<file path="src/rtl/shift_out16_pkg.sv">
// Shared types and helpers for the shift_out16 serializer.
// Optional parity framing is selected by the SHIFT_OUT16_PARITY_EN macro.
package shift_out16_pkg;

    localparam int WIDTH_DEFAULT = 16;

    typedef enum logic [1:0] {
        IDLE   = 2'd0,
        SHIFT  = 2'd1,
        PARITY = 2'd2
    } state_t;

    // Counter must be able to hold WIDTH itself, hence the +1.
    function automatic int cnt_width(input int width);
        return $clog2(width + 1);
    endfunction

endpackage

</file>
<file path="src/rtl/shift_out16_bit_counter.sv">
// Clearable up-counter that flags the cycle carrying the last data bit of a word.
module shift_out16_bit_counter #(
    parameter int WIDTH = 16,
    parameter int CNT_W = 5
) (
    input  logic clk,
    input  logic rst_n,
    input  logic clear,
    input  logic inc,
    output logic last
);

    localparam logic [CNT_W-1:0] LAST_COUNT = CNT_W'(WIDTH - 1);

    logic [CNT_W-1:0] count_reg;

    always_ff @(posedge clk or negedge rst_n) begin
        if (!rst_n) begin
            count_reg <= '0;
        end else if (clear) begin
            count_reg <= '0;
        end else if (inc) begin
            count_reg <= count_reg + CNT_W'(1);
        end
    end

    // count_reg equals the index of the bit currently on the serial line.
    assign last = (count_reg == LAST_COUNT);

endmodule

</file>
<file path="src/rtl/shift_out16.sv">
// Serializes one WIDTH-bit word per valid/ready handshake, LSB first, with frame and done strobes.
// Define SHIFT_OUT16_PARITY_EN to append an even-parity bit to every frame.
module shift_out16
    import shift_out16_pkg::*;
#(
    parameter int WIDTH = WIDTH_DEFAULT
) (
    input  logic             clk,
    input  logic             rst_n,
    input  logic             load_valid,
    output logic             load_ready,
    input  logic [WIDTH-1:0] load_data,
    output logic             ser_out,
    output logic             ser_frame,
    output logic             done
);

    localparam int CNT_W = cnt_width(WIDTH);

    state_t           state_reg;
    logic [WIDTH-1:0] shreg_reg;
    logic             ser_out_reg;
    logic             ser_frame_reg;
    logic             done_reg;
    logic             bit_last;
    logic             cnt_clear;
    logic             cnt_inc;
`ifdef SHIFT_OUT16_PARITY_EN
    logic             parity_reg;
`endif

    assign load_ready = (state_reg == IDLE);
    assign cnt_clear  = load_valid && load_ready;
    assign cnt_inc    = (state_reg == SHIFT);

    assign ser_out   = ser_out_reg;
    assign ser_frame = ser_frame_reg;
    assign done      = done_reg;

    shift_out16_bit_counter #(
        .WIDTH (WIDTH),
        .CNT_W (CNT_W)
    ) u_bit_counter (
        .clk   (clk),
        .rst_n (rst_n),
        .clear (cnt_clear),
        .inc   (cnt_inc),
        .last  (bit_last)
    );

    always_ff @(posedge clk or negedge rst_n) begin
        if (!rst_n) begin
            state_reg     <= IDLE;
            shreg_reg     <= '0;
            ser_out_reg   <= 1'b0;
            ser_frame_reg <= 1'b0;
            done_reg      <= 1'b0;
`ifdef SHIFT_OUT16_PARITY_EN
            parity_reg    <= 1'b0;
`endif
        end else begin
            done_reg <= 1'b0;
            case (state_reg)
                IDLE: begin
                    ser_out_reg   <= 1'b0;
                    ser_frame_reg <= 1'b0;
                    if (load_valid) begin
                        // Bit 0 goes straight to the output register, so the
                        // shift register only keeps the remaining bits.
                        shreg_reg     <= {1'b0, load_data[WIDTH-1:1]};
                        ser_out_reg   <= load_data[0];
                        ser_frame_reg <= 1'b1;
                        state_reg     <= SHIFT;
`ifdef SHIFT_OUT16_PARITY_EN
                        parity_reg    <= ^load_data;
`endif
                    end
                end
                SHIFT: begin
                    if (bit_last) begin
`ifdef SHIFT_OUT16_PARITY_EN
                        ser_out_reg   <= parity_reg;
                        ser_frame_reg <= 1'b1;
                        state_reg     <= PARITY;
`else
                        ser_out_reg   <= 1'b0;
                        ser_frame_reg <= 1'b0;
                        done_reg      <= 1'b1;
                        state_reg     <= IDLE;
`endif
                    end else begin
                        ser_out_reg <= shreg_reg[0];
                        shreg_reg   <= shreg_reg >> 1;
                    end
                end
`ifdef SHIFT_OUT16_PARITY_EN
                PARITY: begin
                    ser_out_reg   <= 1'b0;
                    ser_frame_reg <= 1'b0;
                    done_reg      <= 1'b1;
                    state_reg     <= IDLE;
                end
`endif
                default: begin
                    ser_out_reg   <= 1'b0;
                    ser_frame_reg <= 1'b0;
                    state_reg     <= IDLE;
                end
            endcase
        end
    end

endmodule
</file>
<file path="config.mk">
export PLATFORM = sky130hd
export DESIGN_NAME = shift_out16
export DESIGN_NICKNAME = d
export VERILOG_FILES = /design/src/rtl/shift_out16_pkg.sv /design/src/rtl/shift_out16_bit_counter.sv /design/src/rtl/shift_out16.sv
export SDC_FILE = /design/constraint.sdc
export NUM_CORES = 1
export LEC_CHECK = 0
export BUFFER_PORTS_ARGS = -buffer_cell sky130_fd_sc_hd__buf_4
export CAP_MARGIN = 20
export CORE_MARGIN = 1
export CORE_UTILIZATION = 54
export DETAILED_ROUTE_END_ITERATION = 16
export PLACE_DENSITY_LB_ADDON = 0.15
export SLEW_MARGIN = 10
export SYNTH_ARGS = -nofsm -noshare
export SYNTH_HDL_FRONTEND = slang
export SYNTH_SLANG_ARGS = --single-unit
</file>
<file path="constraint.sdc">
create_clock -name clk -period 2.1 [get_ports clk]
set_input_delay 0.21 -clock clk [delete_from_list [all_inputs] [get_ports clk]]
set_output_delay 0.21 -clock clk [all_outputs]
set_load 0.005 [all_outputs]
</file>
==> out/metrics.yaml, run 1 <==
drc_errors: 0
clock.fmax_mhz: 525
rsz0062_at_grt: "no"
yosysUniqueCellTypes: 25
grt_pass1_vias: 919
worstSetupEndpointType: "flip-flop"
hold_class: "input pin to flip-flop"
syn_inst: 119
largest_reg_flops: 15
yosysWarnings: 0
coreArea_sq_mm: 0.00221
cts.clk_slew.worst_paths_ps: 140
finalHoldWorstSlack_ps: 143
synthFlopType: "dfrtp_1"
ctsHtreeMaxLevel: 1
numCtsBuffers: 3
crit_type: "flip-flop to flip-flop"
timing.slew.headroom_pct: 76.8
cts_tree: "done"
synth_edf_count: 0
clock_path_buffers: 2
grt_overflow: 0
place_congestion: 0.709
die_area_sq_mm: 0.00254
cap_viol_max_count: 0
grt_pass1_wl_um: 4000
synthArstFlopShare_pct: 100
clock_insertion_delay_worst_skew_ps: 320
place_ws_ps: 229
die_height_um: 50.4
ir_worst_vdd_mv: 0.705
startpoint_type: "flip-flop"
cp.required_ps: 2310
cts_setup_buffers: 0
drt_iter0_markers: 7
nFillCells: 187
yosysSeqAreaShare_pct: 47.4
ioPinCount: 23
slew_viol_final: 0
area_delta_synth_final_pct: 15.5
critical-path-slowest-cell: "dfrtp_1"
wl_per_cell_um: 13.4
fin_skew_ps: 5.37
numPortBuffers: 22
power.leakage_nw: 0.613
vias: 936
die_x_um: 50.4
synth_seq_cells: 24
arrival_ps: 2120
finalSetupViolations: 0
cts_resized: 0
syn_area_sq_mm: 0.00127
cts_root_buf: "clkbuf_4"
initial_utilization_pct: 57.2
critPathMaxStageDelay_ps: 440
dp.final_hpwl_um: 1530
antenna_cells: 0
synth_area_per_cell_sq_um: 10.6
finalHoldViolations: 0
grt.total_usage_pct: 20.9
finalCritPeriodShare_pct: 90.8
rows: 17
fin_ws_ps: 194
numClockSinks: 24
antenna_found_initial: 0
syn-num-nets: 141
power_density_mw_per_mm2: 1190
final_net_count: 163
layout_min_cycle_time_ps: 1910
cp_max_fo: 9
tns_ps: 0
tightest_slew_ps: 348
routed_via_density: 5.57
cpMostUsedCell: "ha_1"
cp_cell_sequence: "ha_1, and3_1, ha_1, buf_4, mux2i_1, a21oi_1"
antenna_left: 0
drive_above_1_share_pct: 22.1
outcome: "finished, final reports clean"
firstDrtPassIters: 2
routed_wl_um: 2240
grt_max_degree: 31
==> kinds of logic (layout without fill, tap and decap cells) <==
group | Yosys count | after routing | synth area share [%]
compound gates | 36 | 36 | 17.8
buf+inv | 11 | 32 | 6.32
simple gates | 31 | 31 | 14.4
fa+ha+maj | 3 | 3 | 2.96
flops | 24 | 24 | 47.4
mux | 14 | 14 | 11.1
==> critical path: cells and delay by family, from the launching register on <==
family | cells | cell delay, ps
adders and majority gates | 2 | 580
and+or+nand+nor | 1 | 200
buffers and inverters | 1 | 270
muxes | 1 | 220
AOI/OAI and AO/OA | 1 | 90
DFF | 1 | 440
==> placed cells by master (no fill, tap or decap), types with 2 or more instances in the layout <==
| cell type | count |
|---|---|
| a211oi_1 | 13 |
| buf_4 | 25 |
| nand3b_1 | 2 |
| a21oi_1 | 13 |
| mux2i_1 | 14 |
| clkbuf_4 | 3 |
| nand2_1 | 5 |
| dfrtp_1 | 24 |
| nand3_1 | 3 |
| ha_1 | 3 |
| o21ai_0 | 7 |
| nor2b_1 | 14 |
==> repair_timing <==
item	4_1_cts	5_1_grt
hold buffers	1	0
endpoints found under the setup margin	0	0
hold endpoints to repair	24	0
==> Yosys cell counts (2+ instances only) <==
cell type	n	area [sq um]
ha_1	3	37.5
dfrtp_1	24	601
o21ai_0	7	35.0
buf_4	6	45.0
buf_6	2	22.5
mux2i_1	14	140
a211oi_1	13	97.6
nand2_1	5	18.8
a21oi_1	13	65.1
nand3_1	3	15.0
nand3b_1	2	15.0
nor2b_1	14	87.6
==> stage by stage <==
step           total power, mW  utilization (%)  std cells  cell area (sq um)
2_1_floorplan             1.32                -        119               1270
3_3_place_gp              1.45             64.0        163               1420
3_5_place_dp              1.49             64.0        163               1420
4_1_cts                   1.74             66.1        168               1460
5_1_grt                   1.88             66.1        168               1460
6_report                  1.74             66.1        168               1460
==> routing by layer <==
| metal | part of all wire [%] | GRT usage (%) |
|---|---|---|
| met1 | 49 | 27.9 |
| met2 | 47 | 33.6 |
| met3 | 2.8 | 2.73 |
| met4 | 1.7 | 10.2 |
| met5 | 0 | 0 |
==> power by group <==
group / switching, mW / total, mW / internal, mW
Clock: 0.143 / 0.249 / 0.106
Sequential: 0.155 / 0.829 / 0.674
Combinational: 0.316 / 0.658 / 0.342
Total: 0.615 / 1.74 / 1.12
==> layout make-up <==
type / instances / area (sq um) / share of cell area, %
multi-input combinational: 84 / 586 / 40.0
sequential: 24 / 601 / 41.1
inverter: 2 / 7.51 / 0.513
timing repair buffer: 26 / 198 / 13.5
clock buffer: 4 / 36.3 / 2.48
tap: 28 / 35.0 / 2.40
==> worst paths after layout <==
| path | from | to | slack [ps] | cells after the start |
|---|---|---|---|---|
| worst max-delay path | u_bit_counter.count_reg[0] | shreg_reg[13] | 190 | 6 |
| worst min-delay path | load_data[0] | ser_out | 140 | 3 |
| worst max register to register | u_bit_counter.count_reg[0] | shreg_reg[13] | 190 | 6 |
| worst min register to register | u_bit_counter.count_reg[4] | u_bit_counter.count_reg[4] | 500 | 2 |
| max in group asynchronous | rst_n | shreg_reg[4] | 1570 | 2 |
| min in group asynchronous | rst_n | u_bit_counter.count_reg[3] | 300 | 2 |
Note: power is estimated with default switching activity, not from simulation.
==> inputs of run 2 (changes only) <==
--- a/config.mk
+++ b/config.mk
@@ -5,11 +5,11 @@
 export SDC_FILE = /design/constraint.sdc
 export NUM_CORES = 1
 export LEC_CHECK = 0
-export BUFFER_PORTS_ARGS = -buffer_cell sky130_fd_sc_hd__buf_4
 export CAP_MARGIN = 20
 export CORE_MARGIN = 1
-export CORE_UTILIZATION = 54
+export CORE_UTILIZATION = 61
 export DETAILED_ROUTE_END_ITERATION = 16
+export DONT_BUFFER_PORTS = 1
 export PLACE_DENSITY_LB_ADDON = 0.15
 export SLEW_MARGIN = 10
 export SYNTH_ARGS = -nofsm -noshare
==> out/metrics.yaml, run 2 (same netlist as run 1, synthesis figures left out) <==
drive_above_1_share_pct: 9.24
clock_path_buffers: 2
ctsHtreeMaxLevel: 1
rsz0062_at_grt: "no"
nFillCells: 180
antenna_found_initial: 0
antenna_cells: 0
numPortBuffers: 0
cts_root_buf: "clkbuf_4"
cts.clk_slew.worst_paths_ps: 130
final_cell_mix: "dfrtp_1, nor2b_1, mux2i_1"
slew_viol_final: 0
routed_wl_um: 2090
finalCritPeriodShare_pct: 85.4
initial_utilization_pct: 64.5
coreArea_sq_mm: 0.00196
cts_tree: "done"
critPathMaxStageDelay_ps: 430
cap_viol_max_count: 0
clock_insertion_delay_worst_skew_ps: 310
die_height_um: 47.6
grt_max_degree: 31
largest_reg_flops: 15
timing.slew.headroom_pct: 65.1
worstSetupEndpointType: "flip-flop"
crit_type: "flip-flop to flip-flop"
arrival_ps: 1990
outcome: "finished, final reports clean"
final_common_cell: "dfrtp_1"
cts_setup_buffers: 0
dp_cells: 140
startpoint_type: "flip-flop"
cp_cell_sequence: "ha_1, and3_1, ha_2, buf_4, mux2i_1, a21oi_1"
finalSetupViolations: 0
wl_per_cell_um: 14.3
die_x_um: 47.6
power_density_mw_per_mm2: 1270
grt_pass1_wl_um: 3190
firstDrtPassIters: 4
place_congestion: 0.834
finalCoreUtilization_pct: 66.5
tns_ps: 0
area_delta_synth_final_pct: 2.96
routed_via_density: 5.84
numCtsBuffers: 3
fin_skew_ps: 3.39
drt_iter0_markers: 12
clock.fmax_mhz: 558
rows: 16
ioPinCount: 23
power.leakage_nw: 0.509
numClockSinks: 24
finalHoldViolations: 0
cp.required_ps: 2300
vias: 852
die_area_sq_mm: 0.00226
grt_overflow: 0
fin_total_pwr_mw: 1.65
antenna_left: 0
hold_class: "input pin to flip-flop"
critical-path-slowest-cell: "dfrtp_1"
final_net_count: 142
grt.total_usage_pct: 20.4
layout_min_cycle_time_ps: 1790
tightest_slew_ps: 523
cp_max_fo: 9
grt_pass1_vias: 737
dp.final_hpwl_um: 1440
ir_worst_vdd_mv: 0.641
instances_no_fill: 146
drc_errors: 0
run 2: cell count changes in the layout (fill, tap and decap cells not counted), sizes merged:
cell	delta
buf	-21
run 2: through the flow:
stage	hold WS, ps	setup slack (ps)	cell area, sq um
5_1_grt	37.8	155	1300
4_1_cts	29.1	153	1300
3_5_place_dp	-85.1	173	1250
3_3_place_gp	-85.1	264	1250
6_report	38.6	307	1300
2_1_floorplan	-85.6	443	1270
run 2: where the power goes:
| part | total, mW | internal (mW) | leakage [nW] | switching [mW] |
|---|---|---|---|---|
| sequential | 0.833 | 0.674 | 0.288 | 0.159 |
| combinational | 0.583 | 0.293 | 0.199 | 0.290 |
| clock | 0.238 | 0.106 | 0.0210 | 0.133 |
run 2: timing repair:
action / CTS / global route
endpoints found under the setup margin: 0 / 1
hold buffers: 1 / 1
gates resized for setup: 0 / 1
hold endpoints to repair: 24 / 24
run 2: cell type report:
class / instances / area [sq um] / share of cell area (%)
sequential: 24 / 601 / 46.1
timing repair buffer: 5 / 37.5 / 2.88
clock buffer: 4 / 36.3 / 2.78
inverter: 2 / 7.51 / 0.576
multi-input combinational: 84 / 588 / 45.1
tap: 27 / 33.8 / 2.59
run 2: per-layer routing:
layer	wire length, um	GRT usage [%]
met1	982	28.9
met2	1030	31.2
met3	66	3.40
met4	12	8.33
met5	0	0
run 2: critical path: cells and delay by family, from the launching register on:
kind            cells  cell delay [ps]
fa+ha+maj           2              530
mux                 1              210
flops               1              430
simple gates        1              190
buf+inv             1              230
compound gates      1               80
run 2: final timing paths:
path	startpoint	to	slack, ps	cells after the start
setup / recovery	u_bit_counter.count_reg[0]	shreg_reg[7]	310	6
hold / removal	load_data[0]	ser_out	40	2
min in group asynchronous	rst_n	done	380	2
hold reg to reg	u_bit_counter.count_reg[3]	u_bit_counter.count_reg[3]	500	1
max in group asynchronous	rst_n	shreg_reg[10]	1370	2
setup reg to reg	u_bit_counter.count_reg[0]	shreg_reg[7]	310	6
==> inputs of run 3 (changes only) <==
--- a/config.mk
+++ b/config.mk
@@ -7,7 +7,7 @@
 export LEC_CHECK = 0
 export CAP_MARGIN = 20
 export CORE_MARGIN = 1
-export CORE_UTILIZATION = 61
+export CORE_UTILIZATION = 59
 export DETAILED_ROUTE_END_ITERATION = 16
 export DONT_BUFFER_PORTS = 1
 export PLACE_DENSITY_LB_ADDON = 0.15
==> out/metrics.yaml, run 3 (same netlist as run 1, synthesis figures left out) <==
final_common_cell: "dfrtp_1"
ctsHtreeMaxLevel: 1
die_area_sq_mm: 0.00234
power.leakage_nw: 0.514
finalCritPeriodShare_pct: 90.6
hold_class: "input pin to flip-flop"
cp_num_buf_inv: 1
cts_setup_buffers: 0
cap_viol_max_count: 0
power_density_mw_per_mm2: 1270
grt.total_usage_pct: 21.6
place_congestion: 0.860
ir_worst_vdd_mv: 0.872
clock.fmax_mhz: 526
slew_viol_final: 0
area_delta_synth_final_pct: 3.56
cp.required_ps: 2300
cts_tree: "done"
finalCoreUtilization_pct: 66.2
grt_overflow: 0
cts_root_buf: "clkbuf_4"
coreArea_sq_mm: 0.00198
crit_type: "flip-flop to flip-flop"
clock_path_buffers: 2
outcome: "finished, final reports clean"
cp_cell_sequence: "ha_1, and3_1, ha_1, buf_4, mux2i_1, a21oi_1"
regArea_sq_um: 601
wl_per_cell_um: 15.0
antenna_left: 0
routed_via_density: 5.85
ioPinCount: 23
layout_min_cycle_time_ps: 1900
initial_utilization_pct: 63.9
rsz0062_at_grt: "no"
largest_reg_flops: 15
nFillCells: 155
rrSetupSlack_ps: 200
place_ws_ps: 215
worstSetupEndpointType: "flip-flop"
finalHoldWorstSlack_ps: 15.9
drc_errors: 0
cts_resized: 0
cp_top_family: "adder cells"
dp_cells: 140
fin_skew_ps: 5.79
numClockSinks: 24
final_net_count: 142
finalHoldViolations: 0
fin_ws_ps: 198
rows: 16
instances_no_fill: 146
routed_wl_um: 2200
cp_max_fo: 9
critPathMaxStageDelay_ps: 430
numPortBuffers: 0
antenna_found_initial: 0
drt_iter0_markers: 14
grt_pass1_wl_um: 3970
timing.slew.headroom_pct: 62.3
vias: 854
startpoint_type: "flip-flop"
cts.clk_slew.worst_paths_ps: 120
antenna_cells: 0
arrival_ps: 2110
numCtsBuffers: 3
clock_insertion_delay_worst_skew_ps: 310
die_x_um: 48.3
dpl_cell_area_sq_mm: 0.00125
critical-path-slowest-cell: "dfrtp_1"
fin_total_pwr_mw: 1.66
drive_above_1_share_pct: 8.40
grt_pass1_vias: 878
die_height_um: 48.3
tightest_slew_ps: 564
dp.final_hpwl_um: 1510
finalSetupViolations: 0
cpMostUsedCell: "ha_1"
firstDrtPassIters: 4
multi_input_area_sq_um: 586
final_cell_mix: "dfrtp_1, nor2b_1, mux2i_1"
tns_ps: 0
final_cell_area_sq_mm: 0.00131
grt_max_degree: 31
-- run 3: cell counts in the layout (fill, tap and decap cells not counted) --
Identical to the previous run, type by type.
-- run 3: path summary, 6_finish.rpt --
| kind | startpoint | end | cells after the start |
|---|---|---|---|
| setup / recovery | u_bit_counter.count_reg[0] | shreg_reg[12] | 6 |
| max in group asynchronous | rst_n | shreg_reg[0] | 2 |
| min in group asynchronous | rst_n | ser_out | 1 |
| hold / removal | load_data[0] | ser_out | 2 |
| setup reg to reg | u_bit_counter.count_reg[0] | shreg_reg[12] | 6 |
| hold reg to reg | u_bit_counter.count_reg[3] | u_bit_counter.count_reg[3] | 1 |
-- run 3: routing by layer --
metal  GRT usage [%]  share of wire [%]  routed length, um
met1            32.1                 51               1110
met2            32.2                 46               1000
met3            3.46                2.8                 62
met4            7.35               0.64                 14
met5               0                  0                  0
-- run 3: cell type report --
cell class | count | area share, %
sequential | 24 | 45.8
tap | 27 | 2.58
multi-input combinational | 84 | 44.7
inverter | 2 | 0.573
clock buffer | 4 | 2.77
timing repair buffer | 5 | 3.63
-- run 3: power by group --
part | switching [mW] | internal [mW]
Clock | 0.134 | 0.106
Sequential | 0.174 | 0.674
Combinational | 0.283 | 0.293
-- run 3: timing repair --
| action | 4_1_cts | 5_1_grt |
|---|---|---|
| setup endpoints to repair | 0 | 0 |
| hold buffers | 1 | 0 |
| hold endpoints to repair | 24 | 0 |
-- run 3: worst register-to-register path, delay by kind of cell (launching register included) --
kind | cells | cell delay, ps
AO/OA/AOI/OAI | 1 | 80
adder cells (fa/ha/maj) | 2 | 620
buffers and inverters | 1 | 270
flip-flops | 1 | 430
multiplexers | 1 | 200
AND/OR/NAND/NOR | 1 | 200
